**config.mk**
```make
export PLATFORM = sky130hd
export DESIGN_NAME = hamming_secded_encoder_flat
export DESIGN_NICKNAME = d
export VERILOG_FILES = /design/src/rtl/hamming_secded_encoder_if.sv /design/src/rtl/hamming_secded_encoder.sv /design/src/flat_wrapper.sv
export SDC_FILE = /design/constraint.sdc
export NUM_CORES = 1
export LEC_CHECK = 0
export BUFFER_PORTS_ARGS = -buffer_cell sky130_fd_sc_hd__buf_2
export CORE_MARGIN = 8
export CORE_UTILIZATION = 56
export DETAILED_ROUTE_END_ITERATION = 7
export PLACE_DENSITY_LB_ADDON = 0.25
export SYNTH_ARGS = -nofsm -noshare
export SYNTH_HDL_FRONTEND = slang
export SYNTH_SLANG_ARGS = --single-unit
```
**constraint.sdc**
```tcl
create_clock -name clk -period 3.65 [get_ports clk]
set_input_delay 0.5475 -clock clk [delete_from_list [all_inputs] [get_ports clk]]
set_output_delay 0.5475 -clock clk [all_outputs]
set_load 0.1 [all_outputs]
```
**src/rtl/hamming_secded_encoder_if.sv**
```systemverilog
// Valid/ready stream bundle for the SECDED encoder: data+mask in, codeword out.
interface hamming_secded_encoder_if #(
  parameter int R = 4
) ();
  localparam int K = 2**R - 1 - R;
  localparam int N = 2**R;

  logic         in_valid;
  logic         in_ready;
  logic [K-1:0] in_data;
  logic [N-1:0] in_inj;
  logic         out_valid;
  logic         out_ready;
  logic [N-1:0] out_codeword;

  modport master (
    output in_valid, in_data, in_inj, out_ready,
    input  in_ready, out_valid, out_codeword
  );

  modport slave (
    input  in_valid, in_data, in_inj, out_ready,
    output in_ready, out_valid, out_codeword
  );
endinterface

```
**src/rtl/hamming_secded_encoder.sv**
```systemverilog
// Two-stage extended-Hamming (SECDED) encoder with error injection and a
// completed-word counter; the whole pipeline advances on one global enable.
module hamming_secded_encoder #(
  parameter int R     = 4,
  parameter int CNT_W = 16
) (
  input  logic                   clk,
  input  logic                   rst,
  hamming_secded_encoder_if.slave bus,
  output logic [CNT_W-1:0]       word_count
);
  localparam int K      = 2**R - 1 - R;
  localparam int N      = 2**R;
  localparam int STAGES = 2;

  // Codeword position of data bit j: j-th non-power-of-two index above 2.
  function automatic int data_pos(input int j);
    int c;
    data_pos = 0;
    c = 0;
    for (int p = 3; p < N; p++)
      if ((p & (p - 1)) != 0) begin
        if (c == j) data_pos = p;
        c++;
      end
  endfunction

  logic [STAGES:0]       vld_pipe;
  logic                  en;
  logic [K-1:0]          s1_data;
  logic [N-1:0]          s1_inj;
  logic [N-1:0]          cw_reg;
  logic [N-1:1]          ham;
  logic [K-1:0][R-1:0]   pos_term;
  logic [R-1:0]          syn;
  logic [N-1:0]          cw;

  assign vld_pipe[0]      = bus.in_valid;
  assign en               = !vld_pipe[STAGES] || bus.out_ready;
  assign bus.in_ready     = en;
  assign bus.out_valid    = vld_pipe[STAGES];
  assign bus.out_codeword = cw_reg;

  for (genvar j = 0; j < K; j++) begin : g_data
    localparam int              P  = data_pos(j);
    localparam logic [R-1:0]    PV = P[R-1:0];
    assign ham[P]      = s1_data[j];
    assign pos_term[j] = s1_data[j] ? PV : '0;
  end

  // Parity bits make the XOR of set-bit indices zero.
  always_comb begin
    syn = '0;
    for (int j = 0; j < K; j++) syn ^= pos_term[j];
  end

  for (genvar k = 0; k < R; k++) begin : g_par
    assign ham[2**k] = syn[k];
  end

  assign cw = {ham, ^ham};

  always_ff @(posedge clk) begin
    if (rst) begin
      vld_pipe[STAGES:1] <= '0;
      s1_data            <= '0;
      s1_inj             <= '0;
      cw_reg             <= '0;
      word_count         <= '0;
    end else begin
      if (en) begin
        vld_pipe[STAGES:1] <= vld_pipe[STAGES-1:0];
        s1_data            <= bus.in_data;
        s1_inj             <= bus.in_inj;
        cw_reg             <= cw ^ s1_inj;
      end
      if (vld_pipe[STAGES] && bus.out_ready) word_count <= word_count + 1'b1;
    end
  end
endmodule

```
**src/flat_wrapper.sv**
```systemverilog
// flat-port wrapper written by rule: the top's interface ports become plain ports
module hamming_secded_encoder_flat 
#(
  parameter int R     = 4,
  parameter int CNT_W = 16
)
  (clk, rst, word_count, bus_in_valid, bus_in_data, bus_in_inj, bus_out_ready, bus_in_ready, bus_out_valid, bus_out_codeword);
  hamming_secded_encoder_if #(.R(R)) bus_i ();
  input  logic clk;
  input  logic rst;
  output logic [CNT_W-1:0] word_count;
  input wire logic [$bits(bus_i.in_valid)-1:0] bus_in_valid;
  input wire logic [$bits(bus_i.in_data)-1:0] bus_in_data;
  input wire logic [$bits(bus_i.in_inj)-1:0] bus_in_inj;
  input wire logic [$bits(bus_i.out_ready)-1:0] bus_out_ready;
  output wire logic [$bits(bus_i.in_ready)-1:0] bus_in_ready;
  output wire logic [$bits(bus_i.out_valid)-1:0] bus_out_valid;
  output wire logic [$bits(bus_i.out_codeword)-1:0] bus_out_codeword;
  assign bus_i.in_valid = bus_in_valid;
  assign bus_i.in_data = bus_in_data;
  assign bus_i.in_inj = bus_in_inj;
  assign bus_i.out_ready = bus_out_ready;
  assign bus_in_ready = bus_i.in_ready;
  assign bus_out_valid = bus_i.out_valid;
  assign bus_out_codeword = bus_i.out_codeword;
  hamming_secded_encoder #(.R(R), .CNT_W(CNT_W)) u_core (.clk(clk), .rst(rst), .bus(bus_i), .word_count(word_count));
endmodule
```
After elaboration in Yosys (flattened, before gate mapping):

Cells that the tools add are included.

* output and inout port bits: 34
* input port bits: 31
* logic and storage cells: 32
* register bits after elaboration: 61

* bitwise gates (word level): 11
* muxes and demuxes: 11
* add/sub/neg operators: 1
* reductions and logical operators: 4

Operators with widths (count)
* 4-bit XOR: 10
* 4-bit 2-to-1 mux: 7
* 16-bit by 1-bit adder with 16-bit output, second input constant: 1
* 16-bit XOR: 1
* 15-bit parity: 1
* 3-bit 2-to-1 mux: 3
* 2-bit 2-to-1 mux: 1
* 1-bit logical AND: 1
* 1-bit logical NOT: 1
* 1-bit logical OR: 1

Longest topological paths before layout:

Gate-level depths: netlist of the first run.

* depth after elaboration: 13
* depth in mapped cells: 5
* mapped depth without buffers: 5

Worst setup path after synthesis of the first run:

Ideal clock, no wire load.

* kind: register to output
* start point: reg u_core.vld_pipe[2] (netlist: u_core.bus.out_valid)
* end point: out bus_in_ready
* data required time: 3102 ps
* data arrival time: 2117 ps
* slack: 985 ps
* path buffers: 1
* cell stages (with the launch flop): 4
* path through: dfxtp_1 -> nor2b_1 -> clkinv_1 -> clkbuf_1

* cells in the longest elaborated chain, start to end: 2

RTL lines
* start, declared: line hamming_secded_encoder.sv:28 `logic [STAGES:0] vld_pipe;`
* start signal, assigned by index: line hamming_secded_encoder.sv:72 `vld_pipe[STAGES:1] <= vld_pipe[STAGES-1:0];`
* 1-bit logical NOT: line hamming_secded_encoder.sv:39 `assign en = !vld_pipe[STAGES] || bus.out_ready;`
* 1-bit logical OR: line hamming_secded_encoder.sv:39
* end, declared: line flat_wrapper.sv:16 `output wire logic [$bits(bus_i.in_ready)-1:0] bus_in_ready;`

Every way passes these cells.

Worst setup path in the final report of the first run:

Same ends and word-level chain as after synthesis.

==> metrics, run 1 <==
Synth Net Count=330; XOR/XNOR Fraction of Synth Area=0.1668; Final setup viols=0; root buf cell=clkbuf_8; CP Cell Sequence=nor2b_2 > buf_4 > clkinv_1 > buf_2; Layout area overhead=21.46%; Arr. time, crit path=1690 ps; Synth Cell Area=2565 µm²; largest family of logic cells by synthesized area=simple AND/OR/NAND/NOR gates; Synth Area in Compound Gates=0.1268; Slowest cell on crit path=dfxtp_1; Distinct cells, synth=26; Post-synth EDFFs=0; Peak VDD IR=roughly 0.35 mV; HPWL Detailed=3778 µm; Min-Delay Path Class=primary input to flip-flop; post-synthesis mux area share=0; total track usage=0.1587; hold slack=449.4 ps; WS Path Type=flip-flop to output port; total power=1.776 mW; Die Width=83.68 µm; Nets=390; Vias=2117; Setup crit end kind=output port; Relative slew margins=0.2945; wire per inst=12.87 µm; min cycle time layout=2240 ps; Residual DRC=0; Layout Utilization=0.7106; Async SR Flop Fraction=0; Final Hold Fails=0; Critical Path RT=about 3100 ps; global route total overflow=0; adder-cell area share of the yosys netlist=0.004878; max cap viols=0; Starting DRT DRC Count=90; Design Area, Final=roughly 3100 µm²; IO buf count=64; antenna-violating nets left=0; Top delay family on crit path=buffers and inverters; status=finished clean; final setup margin=1410 ps; Placed Area=2904 µm²; YS warnings=0; diode count=0; clock-pin slew on the worst setup and hold paths=60 ps; first-pass GRT wire length=9246 µm; Core Rows=24; vias in the first global route=2097; RSZ-0062 raised after global routing=false; gpl congestion=0.7883; Placed Instances=roughly 400; Post CTS Setup Buffer Count=0; Num CTS Buffers=9; Leak Pwr=1.341 nW; clock sinks=61; setup TNS=0 ps; routed wire length=about 5300 µm; CP peak stage delay=440 ps; startpoint types=flip-flop; TritonCTS clock tree=done; final non-filler cell total=roughly 420; layout cells sized above 1=0.2342; fmax=about 450 MHz; Yosys reg bits=61; DRT Pass-1 Iters=4; Worst Path Buf+Inv=3; DIE AREA=7002 µm²; Max Root-Sink Buffers=2; cell count after synthesis=between 200 and 300; post-synthesis sequential area ratio=0.4761; Clock Skew=9.424 ps; Syn Area/Cell=between 8 and 9 µm²; Slew @ Worst Pin=1058 ps; Crit Path Max Fanout=30; dpl ws=1552 ps; core area=roughly 4400 µm²; Pins Over Slew Limit=0; dominant synthesized flop cell=dfxtp_1; Final period util=0.6136; H-tree levels=3; Post-CTS Hold Fix Bufs=0; Clock Latency Late Sink=330 ps; largest net degree at the start of global routing=62; routed vias/inst=5.101; Die Y=approximately 84 µm; Top Ports=65; power density cells=approximately 570 nW/µm²; post-CTS sizing=0; simple-gate portion of the synthesized area=0.1946; antenna violations before repair=0; Initial Utilization=0.5850
-- final timing paths --
check	cells after the start	slack (ps)	endpoint	startpoint
worst min-delay path	3	450	u_core.s1_inj[12]$_SDFFE_PP0P_	bus_in_inj[12]
worst min register to register	2	460	u_core.vld_pipe[1]$_SDFFE_PP0P_	u_core.vld_pipe[1]$_SDFFE_PP0P_
worst max-delay path	4	1410	bus_in_ready	u_core.bus.out_valid$_SDFFE_PP0P_
worst max register to register	6	1870	u_core.bus.out_codeword[0]$_SDFFE_PP0P_	u_core.bus.out_valid$_SDFFE_PP0P_
-- Yosys cell counts, drive strengths merged (2+ instances only) --
cell | count | area share
nor4 | 3 | 0.0073
nand2 | 63 | 0.092
nand3 | 5 | 0.0098
clkbuf | 17 | 0.025
inv | 3 | 0.0044
dfxtp | 61 | 0.48
or3 | 3 | 0.0073
a211oi | 16 | 0.049
o21ai | 3 | 0.0059
nor3 | 2 | 0.0039
xnor2 | 32 | 0.11
xor2 | 10 | 0.040
nand4 | 4 | 0.0098
or4 | 2 | 0.0059
a21oi | 34 | 0.066
nor2 | 28 | 0.041
xnor3 | 2 | 0.018
and4 | 3 | 0.010
o31ai | 2 | 0.0059
-- tightest hold or removal path, stage by stage --
cell     delay, ps
buf_2          100
nand2_1         40
a21oi_1         50
-- cells in the final DEF (no fill, tap or decap), types with 2 or more instances in the layout --
master and count:
or3_1 3, nor3_1 2, and4_1 3, nand3_1 5, nand4_1 4, o21ai_0 3
xnor2_1 32, nor4_1 3, buf_4 2, a211oi_1 15, a21oi_1 34, buf_2 64
o31ai_1 2, or4_1 2, xor2_1 8, nand2_1 63, nor2_1 28, inv_1 3
xor2_2 2, xnor3_1 2, clkbuf_8 12, dfxtp_1 61
-- state kept, by name (all words and copies together) (netlist names) --
signal	flops
u_core.vld_pipe	1
u_core.s1_data	11
u_core.s1_inj	16
u_core.word_count	16
u_core.bus.out_codeword	16
u_core.bus.out_valid	1
-- final cells by class --
cell class              count  area [µm²]
clock buffers              13       168.9
clock inverters             3       42.54
fillers                   373        1269
inverters                   4       15.01
multi-input cells         216        1267
flip-flops and latches     61        1221
well taps                  52       65.06
repair buffers             66       335.3
-- routing by layer --
metal	GRT usage	vias to the layer above	part of all wire
met5	0	-	0
met3	0.05566	9	0.053
met2	0.2660	47	0.49
li1	-	1113	-
met1	0.1691	948	0.43
met4	0.08948	0	0.019
-- where the power goes --
group | internal (mW) | switching (mW)
Sequential | 0.714 | 0.0327
Clock | 0.370 | 0.246
Combinational | 0.116 | 0.297
Total | 1.20 | 0.576
-- kinds of logic (layout without fill, tap and decap cells) --
logic type | after synthesis | in the layout
compound gates | 55 | 55
xor+xnor | 44 | 44
fa+ha+maj | 1 | 1
buf+inv | 21 | 86
flops | 61 | 61
simple gates | 116 | 116
Power figures use the tool's default switching activity.
==> inputs of run 2 (changes only) <==
CORE_UTILIZATION = 47   (was 56)
clock period = 1.87 ns   (was 3.65 ns; I/O delays follow)
==> metrics, run 2 (synthesized netlist as in run 1, its figures left out) <==
routed wire length=5547 µm (was 5340 µm); Multi-input gate area=1267 µm² (unchanged); Critical Path RT=1590 ps (was 3100 ps); root buf cell=clkbuf_8 (unchanged); startpoint types=flip-flop (unchanged); Nets=394 (was 390); Final setup viols=0 (unchanged); vias in the first global route=2150 (was 2097); Clock Skew=5.645 ps (was 9.424 ps); Top Ports=65 (unchanged); first-pass GRT wire length=9604 µm (was 9246 µm); Pins Over Slew Limit=0 (unchanged); Post CTS Setup Buffer Count=0 (unchanged); min cycle time layout=1640 ps; power density cells=1115 nW/µm² (was 570.1 nW/µm²); Worst Reg-to-Reg Cells=4 (was 6); Vias=2151 (was 2117); dpl ws=210.6 ps (was 1552 ps); diode count=0 (unchanged); Crit Path Max Fanout=8 (was 30); final non-filler cell total=439 (was 415); clock sinks=61 (unchanged); Residual DRC=0 (unchanged); antenna-violating nets left=0 (unchanged); Relative slew margins=0.6700 (was 0.2945); Slew @ Worst Pin=498.4 ps (was 1058 ps); Leak Pwr=1.391 nW (was 1.341 nW); H-tree levels=3 (unchanged); IO buf count=64 (unchanged); layout cells sized above 1=0.2861 (was 0.2342); Num CTS Buffers=9 (unchanged); Die Width=89.88 µm (was 83.68 µm); core area=5371 µm² (was 4384 µm²); Min-Delay Path Class=primary input to flip-flop (unchanged); Starting DRT DRC Count=102 (was 90); post-CTS sizing=0 (unchanged); terminus of the critical flop-to-flop path=u_core.bus.out_codeword[0]$_SDFFE_PP0P_ (unchanged); Core Rows=27 (was 24); Layout area overhead=26.10% (was 21.46%); Post-CTS Hold Fix Bufs=0 (unchanged); Final period util=0.8770; fillers=478 (was 373); most frequent cells in the layout=buf_2, nand2_1, dfxtp_1 (unchanged); final setup margin=230.1 ps (was 1410 ps); Peak VDD IR=0.5044 mV (was 0.3508 mV); FF-to-FF Start=u_core.s1_data[3]$_SDFFE_PP0P_ (was u_core.bus.out_valid$_SDFFE_PP0P_); TritonCTS clock tree=done (unchanged); commonest non-fill, non-tap cell in the layout=buf_2 (unchanged); Reg2Reg Setup Slack=230 ps (was 1870 ps); total track usage=0.1426 (was 0.1587); worst setup path end=bus_in_ready (unchanged); status=finished clean (unchanged); gpl congestion=0.7649 (was 0.7883); max cap viols=0 (unchanged); largest net degree at the start of global routing=46 (was 62); routed vias/inst=4.900 (was 5.101); Worst Setup SP=u_core.bus.out_valid$_SDFFE_PP0P_ (unchanged); WS Path Type=flip-flop to output port (unchanged); setup TNS=0 ps (unchanged); fmax=609.8 MHz; Clock Latency Late Sink=330 ps (about the same); Arr. time, crit path=1360 ps (was 1690 ps); DIE AREA=8078 µm² (was 7002 µm²); DRT Pass-1 Iters=4 (unchanged); Die Y=89.88 µm (was 83.68 µm); antenna violations before repair=0 (unchanged); Initial Utilization=0.4775 (was 0.5850); HPWL Detailed=4080 µm (was 3778 µm); total power=3.607 mW (was 1.776 mW); clock-pin slew on the worst setup and hold paths=70 ps (was 60 ps); FF/Latch Area=1245 µm² (was 1221 µm²); Max Root-Sink Buffers=2 (unchanged); RSZ-0062 raised after global routing=false (unchanged); Setup crit end kind=output port (unchanged); wire per inst=12.64 µm (was 12.87 µm); Placed Instances=423 (was 399); Final Hold Fails=0 (unchanged); global route total overflow=0 (unchanged)
## run 2: cell count changes in the layout (fill, tap and decap cells not counted), sizes merged
| cell | delta |
|---|---|
| buf | +4 |
| clkbuf | +1 |
| clkinvlp | -1 |
## run 2: power breakdown
part	internal (mW)	total, mW	switching [mW]
clock	0.840	1.34	0.495
combinational	0.233	0.815	0.582
sequential	1.39	1.46	0.0645
total	2.47	3.61	1.14
## run 2: worst min-delay path by stage
| stage | endpoint | cells past startpoint | start | slack (ps) |
|---|---|---|---|---|
| 2_1_floorplan | u_core.s1_data[0]$_SDFFE_PP0P_ | 2 | bus_in_data[0] | 420 |
| 3_3_place_gp | u_core.vld_pipe[1]$_SDFFE_PP0P_ | 2 | u_core.vld_pipe[1]$_SDFFE_PP0P_ | 440 |
| 3_5_place_dp | u_core.vld_pipe[1]$_SDFFE_PP0P_ | 2 | u_core.vld_pipe[1]$_SDFFE_PP0P_ | 450 |
| 4_1_cts | u_core.s1_inj[13]$_SDFFE_PP0P_ | 3 | bus_in_inj[13] | 170 |
| 5_1_grt | u_core.s1_inj[7]$_SDFFE_PP0P_ | 3 | bus_in_inj[7] | 190 |
| 6_report | u_core.s1_inj[14]$_SDFFE_PP0P_ | 3 | bus_in_inj[14] | 190 |
## run 2: through the flow
step	area [µm²]	utilization	hold WS, ps
floorplan	2590	-	421.0
global placement	2995	0.5577	442.2
detailed placement	2995	0.5577	446.6
CTS	3234	0.6021	171.9
global route	3234	0.6021	188.1
finish	3234	0.6021	187.7
## run 2: area by class of cell
type,instances,area share
multi-input cells,216,0.3919
repair buffers,70,0.1168
clock inverters,2,0.01083
clock buffers,14,0.06306
inverters,4,0.004642
well taps,72,0.02785
flip-flops and latches,61,0.3849
## run 2: layer usage
metal | vias up | wire (µm) | track usage
met5 | - | 0 | 0
li1 | 1122 | - | -
met1 | 960 | 2386 | 0.1610
met3 | 15 | 384 | 0.04904
met2 | 54 | 2645 | 0.2294
met4 | 0 | 131 | 0.08183
## run 2: worst max-delay path: stages, from the launching register on
cell and delay, ps:
dfxtp_4 360, nor2b_2 160, clkinv_1 70, buf_2 430
==> inputs of run 3 (changes only) <==
MAX_ROUTING_LAYER = met4   (was default)
==> metrics, run 3 (synthesized netlist as in run 1, its figures left out) <==
status=finished clean (unchanged); routed wire length=5549 µm (was 5547 µm); Slowest cell on crit path=xnor3_1 (was buf_2); Residual DRC=0 (unchanged); WS Path Type=flip-flop to flip-flop (was flip-flop to output port); Placed Instances=423 (unchanged); H-tree levels=3 (unchanged); final non-filler cell total=439 (unchanged); total track usage=0.1464 (was 0.1426); gpl congestion=0.7751 (was 0.7649); max cap viols=0 (unchanged); HPWL Detailed=4080 µm (unchanged); Final Hold Fails=0 (unchanged); layout cells sized above 1=0.2861 (unchanged); fmax=608.3 MHz (was 609.8 MHz); Sw Ratio=0.3168 (was 0.3165); antenna violations before repair=0 (unchanged); most frequent cells in the layout=buf_2, nand2_1, dfxtp_1 (unchanged); grt peak-use layer=met2 (unchanged); met2 Resource Use GR=0.2307 (was 0.2294); Int Pwr=2.465 mW (about the same); Top delay family on crit path=XOR/XNOR gates (was buffers and inverters); power density cells=1116 nW/µm² (was 1115 nW/µm²); switching power=1.143 mW (was 1.142 mW); GR Util met1=0.1620 (was 0.1610); vias in the first global route=2153 (was 2150); Clock Latency Late Sink=330 ps (about the same); commonest non-fill, non-tap cell in the layout=buf_2 (unchanged); Die Width=89.88 µm (unchanged); CP Cell Sequence=xor2_2 > xor2_1 > xnor3_1 > a211oi_2 (was nor2b_2 > clkinv_1 > buf_2); Core Rows=27 (unchanged); Final period util=0.8792 (was 0.8770); TritonCTS clock tree=done (unchanged); RSZ-0062 raised after global routing=false (unchanged); Post-CTS Hold Fix Bufs=0 (unchanged); wire per inst=12.64 µm (about the same); Gate power share=0.226 (about the same); Seq pwr share=0.404 (about the same); Nets=394 (unchanged); Pins Over Slew Limit=0 (unchanged); Design Area, Final=3234 µm² (unchanged); Max Root-Sink Buffers=2 (unchanged); hold slack=187.7 ps (about the same); Final setup viols=0 (unchanged); Initial Utilization=0.4775 (unchanged); Peak VDD IR=0.5046 mV (was 0.5044 mV); Starting DRT DRC Count=100 (was 102); antenna-violating nets left=0 (unchanged); Post CTS Setup Buffer Count=0 (unchanged); Vias=2139 (was 2151); global route total overflow=0 (unchanged); Placed Area=2995 µm² (unchanged); largest net degree at the start of global routing=46 (unchanged); Leak Pwr=1.391 nW (unchanged); Clock Skew=5.656 ps (was 5.645 ps); setup TNS=0 ps (unchanged); min cycle time layout=1644 ps (was 1640 ps); core area=5371 µm² (unchanged); Arr. time, crit path=1900 ps (was 1360 ps); startpoint types=flip-flop (unchanged); Relative slew margins=0.6700 (about the same); Die Y=89.88 µm (unchanged); Crit Path Max Fanout=4 (was 8); CP peak stage delay=450 ps (was 430 ps); DRT Pass-1 Iters=4 (unchanged); clock sinks=61 (unchanged); clock-pin slew on the worst setup and hold paths=70 ps (about the same); root buf cell=clkbuf_8 (unchanged); IO buf count=64 (unchanged); first-pass GRT wire length=9591 µm (was 9604 µm); Num CTS Buffers=9 (unchanged); Critical Path RT=2130 ps (was 1590 ps); Setup crit end kind=flip-flop (was output port); Clk pwr share=0.370 (about the same); DIE AREA=8078 µm² (unchanged); Top Ports=65 (unchanged); diode count=0 (unchanged); grt met3 use=0.04489 (was 0.04904); fillers=478 (unchanged); routed vias/inst=4.872 (was 4.900); Min-Delay Path Class=primary input to flip-flop (unchanged); Layout area overhead=26.10% (unchanged); post-CTS sizing=0 (unchanged); total power=3.608 mW (was 3.607 mW); Worst Path Buf+Inv=0 (was 2); Slew @ Worst Pin=498.4 ps (about the same)
==> run 3: cell counts in the layout (fill, tap and decap cells not counted) <==
Identical to the previous run, type by type.
==> run 3: stage by stage <==
stage / worst slack (ps) / utilization
after global routing: 114.6 / 0.6021
after detailed placement: 210.6 / 0.5577
final: 225.9 / 0.6021
after CTS: 199.4 / 0.6021
after floorplan: 35.65 / -
after global placement: 270.3 / 0.5577
==> run 3: tightest hold or removal path, stage by stage <==
cell     delay [ps]
buf_2           100
nand2_1          50
a21oi_1          50
==> run 3: per-layer routing <==
metal | wire length [µm] | share of wire | vias to the layer above
li1 | - | - | 1122
met4 | 131 | 0.024 | 0
met1 | 2461 | 0.44 | 955
met5 | 0 | 0 | -
met3 | 328 | 0.059 | 15
met2 | 2627 | 0.47 | 47
==> run 3: final cells by class <==
| cell class | instances | area, µm² | area share |
|---|---|---|---|
| flip-flops and latches | 61 | 1245 | 0.3849 |
| well taps | 72 | 90.09 | 0.02785 |
| inverters | 4 | 15.01 | 0.004642 |
| multi-input cells | 216 | 1267 | 0.3919 |
| clock inverters | 2 | 35.03 | 0.01083 |
| clock buffers | 14 | 203.9 | 0.06306 |
| repair buffers | 70 | 377.9 | 0.1168 |
==> run 3: power by group through the flow <==
| stage | Sequential (mW) | Combinational [mW] | Clock (mW) |
|---|---|---|---|
| 2_1_floorplan | 1.88 | 0.282 | 0 |
| 3_3_place_gp | 1.48 | 0.820 | 0 |
| 3_5_place_dp | 1.49 | 0.824 | 0 |
| 4_1_cts | 1.46 | 0.826 | 1.36 |
| 5_1_grt | 1.47 | 0.867 | 1.43 |
| 6_report | 1.46 | 0.816 | 1.34 |
==> run 3: path summary, 6_finish.rpt <==
path | from | end | slack, ps | depth (start not counted)
setup / recovery | u_core.s1_data[3]$_SDFFE_PP0P_ | u_core.bus.out_codeword[0]$_SDFFE_PP0P_ | 230 | 4
hold / removal | bus_in_inj[14] | u_core.s1_inj[14]$_SDFFE_PP0P_ | 190 | 3
setup reg to reg | u_core.s1_data[3]$_SDFFE_PP0P_ | u_core.bus.out_codeword[0]$_SDFFE_PP0P_ | 230 | 4
hold reg to reg | u_core.vld_pipe[1]$_SDFFE_PP0P_ | u_core.vld_pipe[1]$_SDFFE_PP0P_ | 450 | 2
